<file path="config.mk">
export PLATFORM = sky130hd
export DESIGN_NAME = pe_array_sequencer
export DESIGN_NICKNAME = d
export VERILOG_FILES = /design/src/rtl/pe_seq_pkg.sv /design/src/rtl/seq_delay_line.sv /design/src/rtl/pe_array_sequencer.sv
export SDC_FILE = /design/constraint.sdc
export NUM_CORES = 1
export LEC_CHECK = 0
export CAP_MARGIN = 20
export CORE_ASPECT_RATIO = 0.7
export CORE_UTILIZATION = 49
export DETAILED_ROUTE_END_ITERATION = 7
export PLACE_DENSITY_LB_ADDON = 0.2
export SLEW_MARGIN = 20
export SYNTH_ARGS = -nofsm -noshare
export SYNTH_HDL_FRONTEND = slang
export SYNTH_HIERARCHICAL = 1
export SYNTH_SLANG_ARGS = --single-unit
export TNS_END_PERCENT = 5
</file>
<file path="constraint.sdc">
create_clock -name clk -period 4.64 [get_ports clk]
set_clock_uncertainty 0.2 [all_clocks]
set_input_delay 1.392 -clock clk [delete_from_list [all_inputs] [get_ports clk]]
set_output_delay 1.392 -clock clk [all_outputs]
set_load 0.05 [all_outputs]
</file>
<file path="src/rtl/pe_seq_pkg.sv">
// Shared types for the PE array sequencer: FSM state, registered command flags,
// default memory read latency and a counter-width helper.
package pe_seq_pkg;

  localparam int unsigned MEM_LATENCY_DEF = 1;

  typedef enum logic [1:0] {
    IDLE  = 2'd0,
    ISSUE = 2'd1,
    DRAIN = 2'd2,
    DONE  = 2'd3
  } seq_state_e;

  typedef struct packed {
    logic use_subsection;
    logic apply_identity;
    logic apply_in_scale;
  } seq_cmd_t;

  function automatic int unsigned cnt_width(input int unsigned n);
    return (n < 2) ? 1 : $clog2(n);
  endfunction

endpackage

</file>
<file path="src/rtl/seq_delay_line.sv">
// Fixed-depth shift register with async clear; aligns issue-side strobes with
// memory read data arriving DEPTH cycles later.
module seq_delay_line #(
  parameter int unsigned DEPTH = 1,
  parameter int unsigned WIDTH = 2
) (
  input  logic             clk,
  input  logic             rst,
  input  logic [WIDTH-1:0] din,
  output logic [WIDTH-1:0] dout
);

  logic [WIDTH-1:0] stage_q [DEPTH];
  logic [WIDTH-1:0] stage_d [DEPTH];

  genvar gi;
  generate
    for (gi = 0; gi < DEPTH; gi++) begin : g_stage
      if (gi == 0) begin : g_head
        always_comb stage_d[gi] = din;
      end else begin : g_tail
        always_comb stage_d[gi] = stage_q[gi-1];
      end

      always_ff @(posedge clk or posedge rst) begin
        if (rst) stage_q[gi] <= '0;
        else     stage_q[gi] <= stage_d[gi];
      end
    end
  endgenerate

  assign dout = stage_q[DEPTH-1];

endmodule

</file>
<file path="src/rtl/pe_array_sequencer.sv">
// Sequences one matrix-vector layer pass: issues N tile reads, aligns PE strobes to
// memory latency and raises res_valid when accumulators are final. SEQ_PERF_COUNTERS_EN adds perf counters.
module pe_array_sequencer
  import pe_seq_pkg::*;
#(
  parameter int unsigned TILE_CNT_W      = 8,
  parameter int unsigned ACT_ADDR_W      = 10,
  parameter int unsigned W_ADDR_W        = 12,
  parameter int unsigned SCALE_BIT_WIDTH = 4,
  parameter int unsigned MEM_LATENCY     = MEM_LATENCY_DEF
) (
  input  logic                       clk,
  input  logic                       rst,
  input  logic                       cmd_valid,
  output logic                       cmd_ready,
  input  logic [TILE_CNT_W-1:0]      cmd_num_tiles,
  input  logic [ACT_ADDR_W-1:0]      cmd_act_base,
  input  logic [W_ADDR_W-1:0]        cmd_w_base,
  input  logic                       cmd_use_subsection,
  input  logic                       cmd_apply_identity,
  input  logic                       cmd_apply_in_scale,
  input  logic [SCALE_BIT_WIDTH-1:0] cmd_in_scale,
  input  logic [SCALE_BIT_WIDTH-1:0] cmd_out_scale,
  output logic                       act_rd_en,
  output logic [ACT_ADDR_W-1:0]      act_rd_addr,
  output logic                       w_rd_en,
  output logic [W_ADDR_W-1:0]        w_rd_addr,
  output logic                       pe_enable,
  output logic                       pe_apply_bias,
  output logic                       pe_apply_identity,
  output logic                       pe_apply_in_scale,
  output logic                       pe_use_subsection,
  output logic [SCALE_BIT_WIDTH-1:0] pe_in_scale,
  output logic [SCALE_BIT_WIDTH-1:0] pe_out_scale,
  output logic                       res_valid,
  input  logic                       res_ready
`ifdef SEQ_PERF_COUNTERS_EN
  ,
  output logic [31:0]                perf_busy_cycles,
  output logic [15:0]                perf_passes
`endif
);

  localparam int unsigned DRAIN_W = cnt_width(MEM_LATENCY);
  localparam logic [DRAIN_W-1:0] DRAIN_LAST = DRAIN_W'(MEM_LATENCY - 1);

  seq_state_e                 state_q, state_d;
  seq_cmd_t                   cmd_q, cmd_d;
  logic [TILE_CNT_W-1:0]      last_tile_q, last_tile_d;
  logic [TILE_CNT_W-1:0]      tile_cnt_q, tile_cnt_d;
  logic [ACT_ADDR_W-1:0]      act_addr_q, act_addr_d;
  logic [W_ADDR_W-1:0]        w_addr_q, w_addr_d;
  logic [SCALE_BIT_WIDTH-1:0] in_scale_q, in_scale_d;
  logic [SCALE_BIT_WIDTH-1:0] out_scale_q, out_scale_d;
  logic [DRAIN_W-1:0]         drain_cnt_q, drain_cnt_d;
  logic                       issue_first;
  logic [1:0]                 dl_out;

  always_ff @(posedge clk or posedge rst) begin
    if (rst) begin
      state_q     <= IDLE;
      cmd_q       <= '0;
      last_tile_q <= '0;
      tile_cnt_q  <= '0;
      act_addr_q  <= '0;
      w_addr_q    <= '0;
      in_scale_q  <= '0;
      out_scale_q <= '0;
      drain_cnt_q <= '0;
    end else begin
      state_q     <= state_d;
      cmd_q       <= cmd_d;
      last_tile_q <= last_tile_d;
      tile_cnt_q  <= tile_cnt_d;
      act_addr_q  <= act_addr_d;
      w_addr_q    <= w_addr_d;
      in_scale_q  <= in_scale_d;
      out_scale_q <= out_scale_d;
      drain_cnt_q <= drain_cnt_d;
    end
  end

  always_comb begin
    state_d = state_q;
    unique case (state_q)
      IDLE:    if (cmd_valid) state_d = ISSUE;
      ISSUE:   if (tile_cnt_q == last_tile_q) state_d = DRAIN;
      DRAIN:   if (drain_cnt_q == DRAIN_LAST) state_d = DONE;
      DONE:    if (res_ready) state_d = IDLE;
      default: state_d = IDLE;
    endcase
  end

  // Datapath registers; address counters wrap naturally at their width.
  always_comb begin
    cmd_d       = cmd_q;
    last_tile_d = last_tile_q;
    tile_cnt_d  = tile_cnt_q;
    act_addr_d  = act_addr_q;
    w_addr_d    = w_addr_q;
    in_scale_d  = in_scale_q;
    out_scale_d = out_scale_q;
    drain_cnt_d = drain_cnt_q;
    unique case (state_q)
      IDLE: begin
        if (cmd_valid) begin
          cmd_d.use_subsection = cmd_use_subsection;
          cmd_d.apply_identity = cmd_apply_identity;
          cmd_d.apply_in_scale = cmd_apply_in_scale;
          last_tile_d = (cmd_apply_identity || cmd_num_tiles == '0) ? '0 : cmd_num_tiles - 1'b1;
          tile_cnt_d  = '0;
          act_addr_d  = cmd_act_base;
          w_addr_d    = cmd_w_base;
          in_scale_d  = cmd_in_scale;
          out_scale_d = cmd_out_scale;
        end
      end
      ISSUE: begin
        tile_cnt_d  = tile_cnt_q + 1'b1;
        act_addr_d  = act_addr_q + 1'b1;
        w_addr_d    = w_addr_q + 1'b1;
        drain_cnt_d = '0;
      end
      DRAIN:   drain_cnt_d = drain_cnt_q + 1'b1;
      default: ;
    endcase
  end

  always_comb begin
    cmd_ready   = (state_q == IDLE);
    act_rd_en   = (state_q == ISSUE);
    w_rd_en     = (state_q == ISSUE) && !cmd_q.apply_identity;
    res_valid   = (state_q == DONE);
    issue_first = (state_q == ISSUE) && (tile_cnt_q == '0);
  end

  seq_delay_line #(
    .DEPTH (MEM_LATENCY),
    .WIDTH (2)
  ) u_delay (
    .clk  (clk),
    .rst  (rst),
    .din  ({act_rd_en, issue_first}),
    .dout (dl_out)
  );

  assign pe_enable         = dl_out[1];
  assign pe_apply_bias     = dl_out[0];
  assign act_rd_addr       = act_addr_q;
  assign w_rd_addr         = w_addr_q;
  assign pe_apply_identity = cmd_q.apply_identity;
  assign pe_apply_in_scale = cmd_q.apply_in_scale;
  assign pe_use_subsection = cmd_q.use_subsection;
  assign pe_in_scale       = in_scale_q;
  assign pe_out_scale      = out_scale_q;

`ifdef SEQ_PERF_COUNTERS_EN
  logic [31:0] busy_q, busy_d;
  logic [15:0] passes_q, passes_d;

  always_ff @(posedge clk or posedge rst) begin
    if (rst) begin
      busy_q   <= '0;
      passes_q <= '0;
    end else begin
      busy_q   <= busy_d;
      passes_q <= passes_d;
    end
  end

  always_comb begin
    busy_d   = busy_q;
    passes_d = passes_q;
    if (state_q != IDLE && busy_q != '1) busy_d = busy_q + 1'b1;
    if (state_q == DONE && res_ready && passes_q != '1) passes_d = passes_q + 1'b1;
  end

  assign perf_busy_cycles = busy_q;
  assign perf_passes      = passes_q;
`endif

endmodule

</file>
# ---- Word level (Yosys, flattened, before mapping)
# Cells that the tools add are included.
dict set report totals {
  elab_cells 50
  output_inout_bits 39
  register_bits 54
  input_bits 45
}
dict set report classes {
  n_addsub 5
  eq_ne 8
  reduce_logical 12
  n_mux 13
}
# operator count
set ops {}
lappend ops {{$pmux 12 s2} 1}
lappend ops {{$pmux 10 s2} 1}
lappend ops {{$logic_not 8->1} 2}
lappend ops {{$mux 8} 2}
lappend ops {{$pmux 8 s2} 1}
lappend ops {{$add 12x1->12 const B} 1}
lappend ops {{$mux 12} 1}
lappend ops {{$add 10x1->10 const B} 1}
lappend ops {{$mux 10} 1}
lappend ops {{$add 8x1->8 const B} 1}
lappend ops {{$eq 8x8->1} 1}
lappend ops {{$mux 2} 4}
lappend ops {{$pmux 2 s4} 1}
lappend ops {{$sub 8x1->8 const B} 1}
lappend ops {{$eq 2x2->1 const B} 2}
lappend ops {{$ne 2x1->1 const B} 2}
lappend ops {{$ne 2x2->1 const B} 2}
lappend ops {{$reduce_and 2->1} 2}
lappend ops {{$reduce_and 4->1} 1}
lappend ops {{$reduce_bool 2->1} 2}
lappend ops {{$eq 2x1->1 const B} 1}
lappend ops {{$logic_and 1x1->1} 2}
lappend ops {{$logic_not 2->1} 1}
lappend ops {{$pmux 1 s2} 1}
lappend ops {{other kinds (3)} 3}

# ---- Logic depth before layout (Yosys ltp)
dict set report logic_depth {
  ltp_word 3
  ltp_mapped 8
  mapped_depth_nobuf 7
}

# ---- By module
# Netlist, hierarchy kept.
# module area_per_inst_um2 n_inst cells_per_inst seq_area_each_um2
set modules_own_cells {}
lappend modules_own_cells {pe_array_sequencer 2894.0 1 307 1301.2}
lappend modules_own_cells {seq_delay_line 53.8 1 3 50.0}

# ---- Worst setup path after synthesis
# No wires, ideal clock.
dict set report synth_timing {
  kind {register to output}
  from {reg state_q[1]}
  to {out w_rd_en}
  required_ns 3.048
  setup_slack_ns 0.710
  stages_incl_launch_ff 6
  t_arrival_ns 2.338
  n_path_buf 2
  path_cell_list {dfrtp_1 -> inv_1 -> ha_1 -> buf_2 -> buf_1 -> nor2b_1}
}
dict set report synth_via {
  elab_chain_len 2
}
# item line
set synth_lines {}
lappend synth_lines {{from (decl)} pe_array_sequencer.sv:47} ;# seq_state_e state_q, state_d;
lappend synth_lines {{from (signal assigned)} pe_array_sequencer.sv:71} ;# state_q <= state_d;
lappend synth_lines {{$eq 2x1->1} -}
lappend synth_lines {{net act_rd_en} pe_array_sequencer.sv:24} ;# output logic act_rd_en,
lappend synth_lines {{$logic_and 1x1->1} pe_array_sequencer.sv:132} ;# w_rd_en = (state_q == ISSUE) && !cmd_q.apply_identity;
lappend synth_lines {{to (decl)} pe_array_sequencer.sv:26} ;# output logic w_rd_en,
# The timed path passes the listed nets, and every way through them passes these cells.

# ---- Worst setup path after layout
dict set report layout_timing {
  from {reg state_q[0]}
  to {out cmd_ready}
}
dict set report layout_via {
  elab_chain_len 1
}
# item line
set layout_lines {}
lappend layout_lines {{$logic_not 2->1} pe_array_sequencer.sv:130} ;# cmd_ready = (state_q == IDLE);
lappend layout_lines {{to (decl)} pe_array_sequencer.sv:15} ;# output logic cmd_ready,
# No other way between the ends.

==> metrics.txt <==
# TYPE chip_impl_metric gauge
chip_impl_metric{name="tightestPinTransition",unit="ns"} 0.649
chip_impl_info{name="timing.hold.worst.class",value="flip-flop to flip-flop"} 1
chip_impl_metric{name="routed-via-count",unit=""} 2526
chip_impl_metric{name="cts-htree-levels",unit=""} 2
chip_impl_metric{name="postRouteAntennaNets",unit=""} 0
chip_impl_info{name="worstSetupPathType",value="flip-flop to output pin"} 1
chip_impl_metric{name="grt_first_pass_wirelength",unit="um"} 10700
chip_impl_metric{name="powerDensity",unit="nW/um2"} 208
chip_impl_metric{name="number_of_post_cts_setup_repair_buffers",unit=""} 0
chip_impl_metric{name="die_height",unit="um"} 66.9
chip_impl_metric{name="clk_path_buf_depth",unit=""} 2
chip_impl_metric{name="antenna_cell_count",unit=""} 0
chip_impl_metric{name="clock.fmax",unit="MHz"} 259
chip_impl_metric{name="timing.final.crit_period",unit="ns"} 3.87
chip_impl_metric{name="drt_drc_violations_left",unit=""} 0
chip_impl_metric{name="hold_depth",unit=""} 1
chip_impl_info{name="grt_most_used_layer",value="met2"} 1
chip_impl_metric{name="grt_remaining_overflow",unit=""} 0
chip_impl_metric{name="numPortBuffers",unit=""} 83
chip_impl_info{name="worstSetupEndpoint",value="cmd_ready"} 1
chip_impl_metric{name="postSynthRegisterBits",unit=""} 54
chip_impl_metric{name="netlist_area",unit="um2"} 2950
chip_impl_info{name="synth_ff_type",value="sky130_fd_sc_hd__dfrtp_1"} 1
chip_impl_metric{name="slack_of_the_worst_reg_to_reg_path",unit="ns"} 2.05
chip_impl_metric{name="drt_pass1_iterations",unit=""} 4
chip_impl_metric{name="r2r_cells",unit=""} 5
chip_impl_metric{name="initial_core_util",unit=""} 0.512
chip_impl_metric{name="synth_top_area_frac",unit=""} 0.458
chip_impl_metric{name="share_of_post_route_cells_with_drive_strength_above_1",unit=""} 0.0775
chip_impl_metric{name="sum_of_negative_setup_slack",unit="ns"} 0
chip_impl_metric{name="timing.critical_path.required",unit="ns"} 3.05
chip_impl_metric{name="sequentialPowerShare",unit=""} 0.577
chip_impl_metric{name="cp_max_fo",unit=""} 12
chip_impl_metric{name="cellInternalPower",unit="mW"} 0.631
chip_impl_metric{name="synth.avg_cell_area",unit="um2"} 9.51
chip_impl_metric{name="drt_iter0_drc",unit=""} 140
chip_impl_metric{name="finalWeightedCongestion",unit=""} 0.762
chip_impl_metric{name="slew_violations",unit=""} 0
chip_impl_metric{name="cap_viol_max_count",unit=""} 0
chip_impl_metric{name="n_fill_cell",unit=""} 469
chip_impl_metric{name="post_route_clock_period_utilization",unit=""} 0.833
chip_impl_metric{name="comb_power_share",unit=""} 0.072
chip_impl_metric{name="post_synth_inst_count",unit=""} 310
chip_impl_metric{name="gr_layer_usage_met1",unit=""} 0.292
chip_impl_metric{name="grt_start_max_net_pins",unit=""} 58
chip_impl_metric{name="leakage",unit="nW"} 1.69
chip_impl_metric{name="grt_antenna_before_repair",unit=""} 0
chip_impl_metric{name="core-area",unit="um2"} 5760
chip_impl_info{name="clk_root_buffer_cell",value="sky130_fd_sc_hd__clkbuf_8"} 1
chip_impl_info{name="run_status",value="complete, no violations"} 1
chip_impl_metric{name="hold_viol_final",unit=""} 0
chip_impl_metric{name="globalRouteTotalUtil",unit=""} 0.219
chip_impl_info{name="synth.top_cells.by_area",value="sky130_fd_sc_hd__dfrtp_1 46%, sky130_fd_sc_hd__o21ai_0 5.1%, sky130_fd_sc_hd__a21oi_1 4.8%"} 1
chip_impl_metric{name="dp_hpwl",unit="um"} 4640
chip_impl_info{name="crit-reg2reg-capture",value="last_tile_q[7]$_DFFE_PP0P_"} 1
chip_impl_metric{name="numCtsBuffers",unit=""} 5
chip_impl_info{name="crit-reg2reg-launch",value="state_q[0]$_DFFE_PP0P_"} 1
chip_impl_info{name="start_kind",value="flip-flop"} 1
chip_impl_metric{name="grt_use_met3",unit=""} 0.0514
chip_impl_metric{name="synth_warnings",unit=""} 6
chip_impl_info{name="timing.critical_path.to_type",value="output pin"} 1
chip_impl_metric{name="setup_viol",unit=""} 0
chip_impl_metric{name="async_flop_share",unit=""} 1.00
chip_impl_metric{name="synth_seq_area_share",unit=""} 0.458
chip_impl_metric{name="power.net_switching",unit="mW"} 0.185
chip_impl_metric{name="design.die.area",unit="um2"} 6340
chip_impl_info{name="synth_commonest_cells",value="54 x sky130_fd_sc_hd__dfrtp_1, 30 x sky130_fd_sc_hd__o21ai_0, 28 x sky130_fd_sc_hd__a21oi_1"} 1
chip_impl_metric{name="clk-insertion-delay-late",unit="ns"} 0.32
chip_impl_metric{name="drt-wirelength-per-cell",unit="um"} 14.2
chip_impl_info{name="tritoncts",value="yes"} 1
chip_impl_metric{name="cts_hold_buf",unit=""} 0
chip_impl_metric{name="layout-area-overhead-vs-synth",unit="%"} 32.8
chip_impl_info{name="synth_most_common_cell",value="sky130_fd_sc_hd__dfrtp_1"} 1
chip_impl_metric{name="share_clk_of_total_power",unit=""} 0.352
chip_impl_metric{name="routed_via_density",unit=""} 5.47
chip_impl_metric{name="clk_pin_slew",unit="ns"} 0.10
chip_impl_metric{name="boundaryPins",unit=""} 84
chip_impl_metric{name="yosysUniqueCellTypes",unit=""} 37
chip_impl_metric{name="peakVddDrop",unit="mV"} 0.141
chip_impl_metric{name="core.rowCount",unit=""} 23
chip_impl_metric{name="synthesized_netlist_net_count",unit=""} 366
chip_impl_metric{name="power.switching_fraction",unit=""} 0.227
chip_impl_metric{name="grtUsageMet2",unit=""} 0.353
chip_impl_info{name="setup_repair_after_global_routing_missed_its_margin",value="no"} 1
chip_impl_info{name="critPathLaunch",value="state_q[0]$_DFFE_PP0P_"} 1
chip_impl_metric{name="arrival_time_at_the_worst_endpoint",unit="ns"} 2.27
chip_impl_metric{name="die_width",unit="um"} 94.7
chip_impl_metric{name="synth_enable_flop_cells",unit=""} 0
chip_impl_metric{name="final_nets",unit=""} 442
chip_impl_metric{name="numClockSinks",unit=""} 54
chip_impl_metric{name="detail_route.wirelength",unit="um"} 6550
chip_impl_metric{name="post_cts_resize_count",unit=""} 0
chip_impl_metric{name="timing.max_slew.rel_slack",unit=""} 0.567
chip_impl_metric{name="number_of_global_route_vias_before_repair",unit=""} 2298
chip_impl_metric{name="setup_ws",unit="ns"} 0.774
chip_impl_metric{name="dp_worst_setup_slack",unit="ns"} 1.14
chip_impl_info{name="synth_area_leader_cell",value="sky130_fd_sc_hd__dfrtp_1"} 1
## final cells by class
type | instances | area, um2 | share of cell area
clock inverter | 2 | 16.3 | 0.00416
tap | 75 | 93.8 | 0.0240
multi-input combinational | 229 | 1480 | 0.379
timing repair buffer | 84 | 838 | 0.214
inverter | 12 | 47.5 | 0.0121
sequential | 54 | 1350 | 0.345
clock buffer | 6 | 82.6 | 0.0211
## stage by stage
stage               hold WS (ns)  power [mW]  utilization  instances  instance area (um2)
floorplan                  0.250       0.494            -        310                 2950
global placement           0.263       0.538        0.662        454                 3810
detailed placement         0.266       0.539        0.663        454                 3810
CTS                        0.279       0.826        0.680        462                 3910
global route               0.285       0.847        0.680        462                 3910
finish                     0.279       0.816        0.680        462                 3910
## critical path, stage by stage, from the launching register on
cell and delay (ns):
sky130_fd_sc_hd__dfrtp_1 0.41, sky130_fd_sc_hd__inv_1 0.14, sky130_fd_sc_hd__ha_1 0.50, sky130_fd_sc_hd__clkdlybuf4s50_1 0.92
## registers in the layout, indices dropped and copies added, names as in the netlist
name / cells
pe_out_scale: 4
act_rd_addr: 10
pe_apply_in_scale: 1
last_tile_q: 8
tile_cnt_q: 8
state_q: 2
pe_apply_identity: 1
u_delay/dout: 2
pe_use_subsection: 1
drain_cnt_q: 1
w_rd_addr: 12
pe_in_scale: 4
## per-layer routing
metal  wire length, um  up-vias  share of wire
li1                  -     1254              -
met1              3120     1190           0.48
met2              2990       75           0.46
met3               379        7          0.058
met4                61        0         0.0093
met5                 0        -              0
## cell families (layout without fill, tap and decap cells)
| group | after synthesis | in the layout | synth area share |
|---|---|---|---|
| compound gates | 87 | 87 | 0.172 |
| simple gates | 93 | 93 | 0.155 |
| buf+inv | 27 | 104 | 0.0390 |
| mux | 18 | 18 | 0.0692 |
| fa+ha+maj | 11 | 11 | 0.0467 |
| xor+xnor | 20 | 20 | 0.0594 |
| flops | 54 | 54 | 0.458 |
## power groups by stage
stage               Combinational, mW  Sequential (mW)  Clock (mW)
floorplan                      0.0143            0.480           0
global placement               0.0583            0.480           0
detailed placement             0.0592            0.480           0
CTS                            0.0595            0.470       0.296
global route                   0.0643            0.470       0.312
finish                         0.0584            0.470       0.287
## placed cells by master (no fill, tap or decap), types with 2 or more instances in the layout
| cell type | netlist | routed |
|---|---|---|
| sky130_fd_sc_hd__clkbuf_8 | 0 | 6 |
| sky130_fd_sc_hd__nor2_1 | 20 | 20 |
| sky130_fd_sc_hd__nand2b_1 | 3 | 3 |
| sky130_fd_sc_hd__nand4_1 | 7 | 7 |
| sky130_fd_sc_hd__nand2_1 | 27 | 27 |
| sky130_fd_sc_hd__o21ai_0 | 30 | 30 |
| sky130_fd_sc_hd__nand3_1 | 15 | 15 |
| sky130_fd_sc_hd__inv_1 | 12 | 11 |
| sky130_fd_sc_hd__clkdlybuf4s50_1 | 0 | 83 |
| sky130_fd_sc_hd__o22ai_1 | 16 | 16 |
| sky130_fd_sc_hd__a2bb2oi_1 | 2 | 2 |
| sky130_fd_sc_hd__mux2_2 | 11 | 11 |
| sky130_fd_sc_hd__xnor2_1 | 14 | 14 |
| sky130_fd_sc_hd__and3_1 | 10 | 10 |
| sky130_fd_sc_hd__xor2_1 | 6 | 6 |
| sky130_fd_sc_hd__mux2_4 | 2 | 2 |
| sky130_fd_sc_hd__a21oi_1 | 28 | 28 |
| sky130_fd_sc_hd__o22a_1 | 6 | 6 |
| sky130_fd_sc_hd__ha_1 | 11 | 10 |
| sky130_fd_sc_hd__or2_2 | 2 | 2 |
| sky130_fd_sc_hd__dfrtp_1 | 54 | 54 |
| sky130_fd_sc_hd__mux2i_1 | 5 | 5 |
| sky130_fd_sc_hd__nor2b_1 | 3 | 3 |
## how the worst min path moves through the flow
stage / from / to
5_1_grt: drain_cnt_q$_DFFE_PP0P_ / drain_cnt_q$_DFFE_PP0P_
4_1_cts: drain_cnt_q$_DFFE_PP0P_ / drain_cnt_q$_DFFE_PP0P_
6_report: drain_cnt_q$_DFFE_PP0P_ / drain_cnt_q$_DFFE_PP0P_
3_3_place_gp: drain_cnt_q$_DFFE_PP0P_ / drain_cnt_q$_DFFE_PP0P_
2_1_floorplan: drain_cnt_q$_DFFE_PP0P_ / drain_cnt_q$_DFFE_PP0P_
3_5_place_dp: drain_cnt_q$_DFFE_PP0P_ / drain_cnt_q$_DFFE_PP0P_
No activity file was read; power rests on OpenSTA's default activity.
==> variant, RTL diff (same flow settings) <==
Set the parameter `W_ADDR_W` to 13 (it was 12).
--- a/src/rtl/pe_array_sequencer.sv
+++ b/src/rtl/pe_array_sequencer.sv
@@ -5,7 +5,7 @@
 #(
   parameter int unsigned TILE_CNT_W      = 8,
   parameter int unsigned ACT_ADDR_W      = 10,
-  parameter int unsigned W_ADDR_W        = 12,
+  parameter int unsigned W_ADDR_W        = 13,
   parameter int unsigned SCALE_BIT_WIDTH = 4,
   parameter int unsigned MEM_LATENCY     = MEM_LATENCY_DEF
 ) (
Ports: changed (resized cmd_w_base and w_rd_addr); port bits go from 84 to 86. The function was not compared with the original's and may differ.
==> variant against the original RTL <==
  * Setup slack better by 0.18 ns
  * Via count is 4.5% higher
  * Sequential cell count is 1 higher
  * Non-clock buffer count is 3 higher
  * Sequential share of layout area is 0.12 points lower
  * Final area is 2.2% higher
  * Largest cell class unchanged
  * Wire length is 8.6% higher
  * Largest power group unchanged
  * Synthesized area is 2.1% higher
  * Total power is 13% higher
  * Critical endpoint unchanged
  * Register-to-register slack worse by 0.26 ns
==> variant: results (changes against the original RTL) <==
Number of global-route vias before repair -> 2,486 (+8.2%)
Synthesized instance count -> 318 (+2.6%)
Placed instance area -> 0.003882 mm^2 (+1.8%)
Slew Limit Headroom -> 56.04% (-0.71 points)
GR Util met1 -> 33.57% (+4.4 points)
First-pass GRT wire length -> 11,720 um (+9.5%)
Gate power share -> 10.2% (+3.0 points)
Pre-CTS setup slack -> 1.151 ns (+0.01541 ns)
Mux cell area share after synthesis -> 7.193% (+0.27 points)
Seq power -> 0.000492 W (+4.7%)
Net Sw Power -> 0.0002136 W (+16%)
Largest net degree at the start of global routing -> 57 (-1.7%)
CP Max Fanout -> 11 (-1)
Metal2 WL -> 3122 um (+4.3%)
Max FFs per register -> 13 (+1)
Cell Int Power -> 0.0007076 W (+12%)
Clk tree area frac -> 2.940% (+0.41 points)
Inst Count DP -> 463 (+2.0%)
DR vias/cell -> 5.605 (+2.5%)
Layout cells sized above 1 -> 8.081% (+0.33 points)
Syn nets -> 374 (+2.2%)
Post-DP HPWL -> 5080 um (+9.4%)
Data buffer area share -> 21.58% (+0.16 points)
GR Util All Layers -> 23.86% (+2.0 points)
WL/cell -> 15.10 um (+6.5%)
Non-clk invs -> 11 (-1)
Synth Area in Compound Gates -> 16.76% (-0.48 points)
Leakage power -> 1.741 nW (+3.0%)
# nets final -> 451 (+2.0%)
GPL Wtd Cong -> 0.8411 (+10%)
Status -> finished, final reports clean
Plain + repair buffers -> 87 (+3.6%)
Wire length on met3 -> 600 um (+58%)
First-pass DRT Iterations -> 5 (+1)
Distinct cells, synth -> 41 (+11%)
Area of the multi-input gates -> 0.001505 mm^2 (+1.4%)
Filler cells -> 471 (+0.43%)
Met3 usage -> 7.545% (+2.4 points)
PortBufs -> 85 (+2.4%)
Seq/Total Area, Yosys -> 45.74% (-0.10 points)
Top post-synthesis cells by area -> dfrtp_1 46%, a21oi_1 5.2%, mux2_2 4.9%, o21ai_0 4.7%, ha_1 4.2%
Multi-In Gates -> 235 (+2.6%)
Seq/total area -> 34.41% (-0.12 points)
Most common library cells after synthesis -> 55 x dfrtp_1, 31 x a21oi_1, 30 x nand2_1
GR met2 Demand/Resource -> 34.29% (-0.97 points)
Critical Path AT -> 2.10 ns (-0.17 ns)
Drt initial violations -> 216 (+54%)
Final wirelength -> 7113 um (+8.6%)
Slowest stage delay, CP -> 0.88 ns (-0.04 ns)
Core Util, Final -> 68.81% (+0.81 points)
Yosys reg bits -> 55 (+1.9%)
Peak supply drop -> 0.0001313 V (-7.0%)
Fraction of synthesized cell area in xor and xnor cells -> 4.948% (-0.99 points)
Wire length on met1 -> 3275 um (+5.1%)
Adder-cell area share of the yosys netlist -> 4.158% (-0.51 points)
==> variant: cell count changes after synthesis, moves of 3 or more <==
cell,change
nor2b_1,-3
nor3_1,+4
xor2_1,-3
nand3_1,+3
nor4_1,+3
nand2_1,+3
o32ai_1,+3
o22ai_1,-7
a21oi_1,+3
==> variant: worst paths after layout <==
check / start / slack (ns) / to / cells past startpoint
setup / recovery: state_q[0]$_DFFE_PP0P_ / 0.95 / cmd_ready / 3
hold / removal: drain_cnt_q$_DFFE_PP0P_ / 0.30 / drain_cnt_q$_DFFE_PP0P_ / 1
setup reg to reg: state_q[1]$_DFFE_PP0P_ / 1.79 / tile_cnt_q[7]$_DFFE_PP0P_ / 8
hold reg to reg: drain_cnt_q$_DFFE_PP0P_ / 0.30 / drain_cnt_q$_DFFE_PP0P_ / 1
max in group asynchronous: rst / 2.45 / w_rd_addr[10]$_DFFE_PP0P_ / 2
min in group asynchronous: rst / 1.10 / u_delay/dout[1]$_DFF_PP0_ / 2
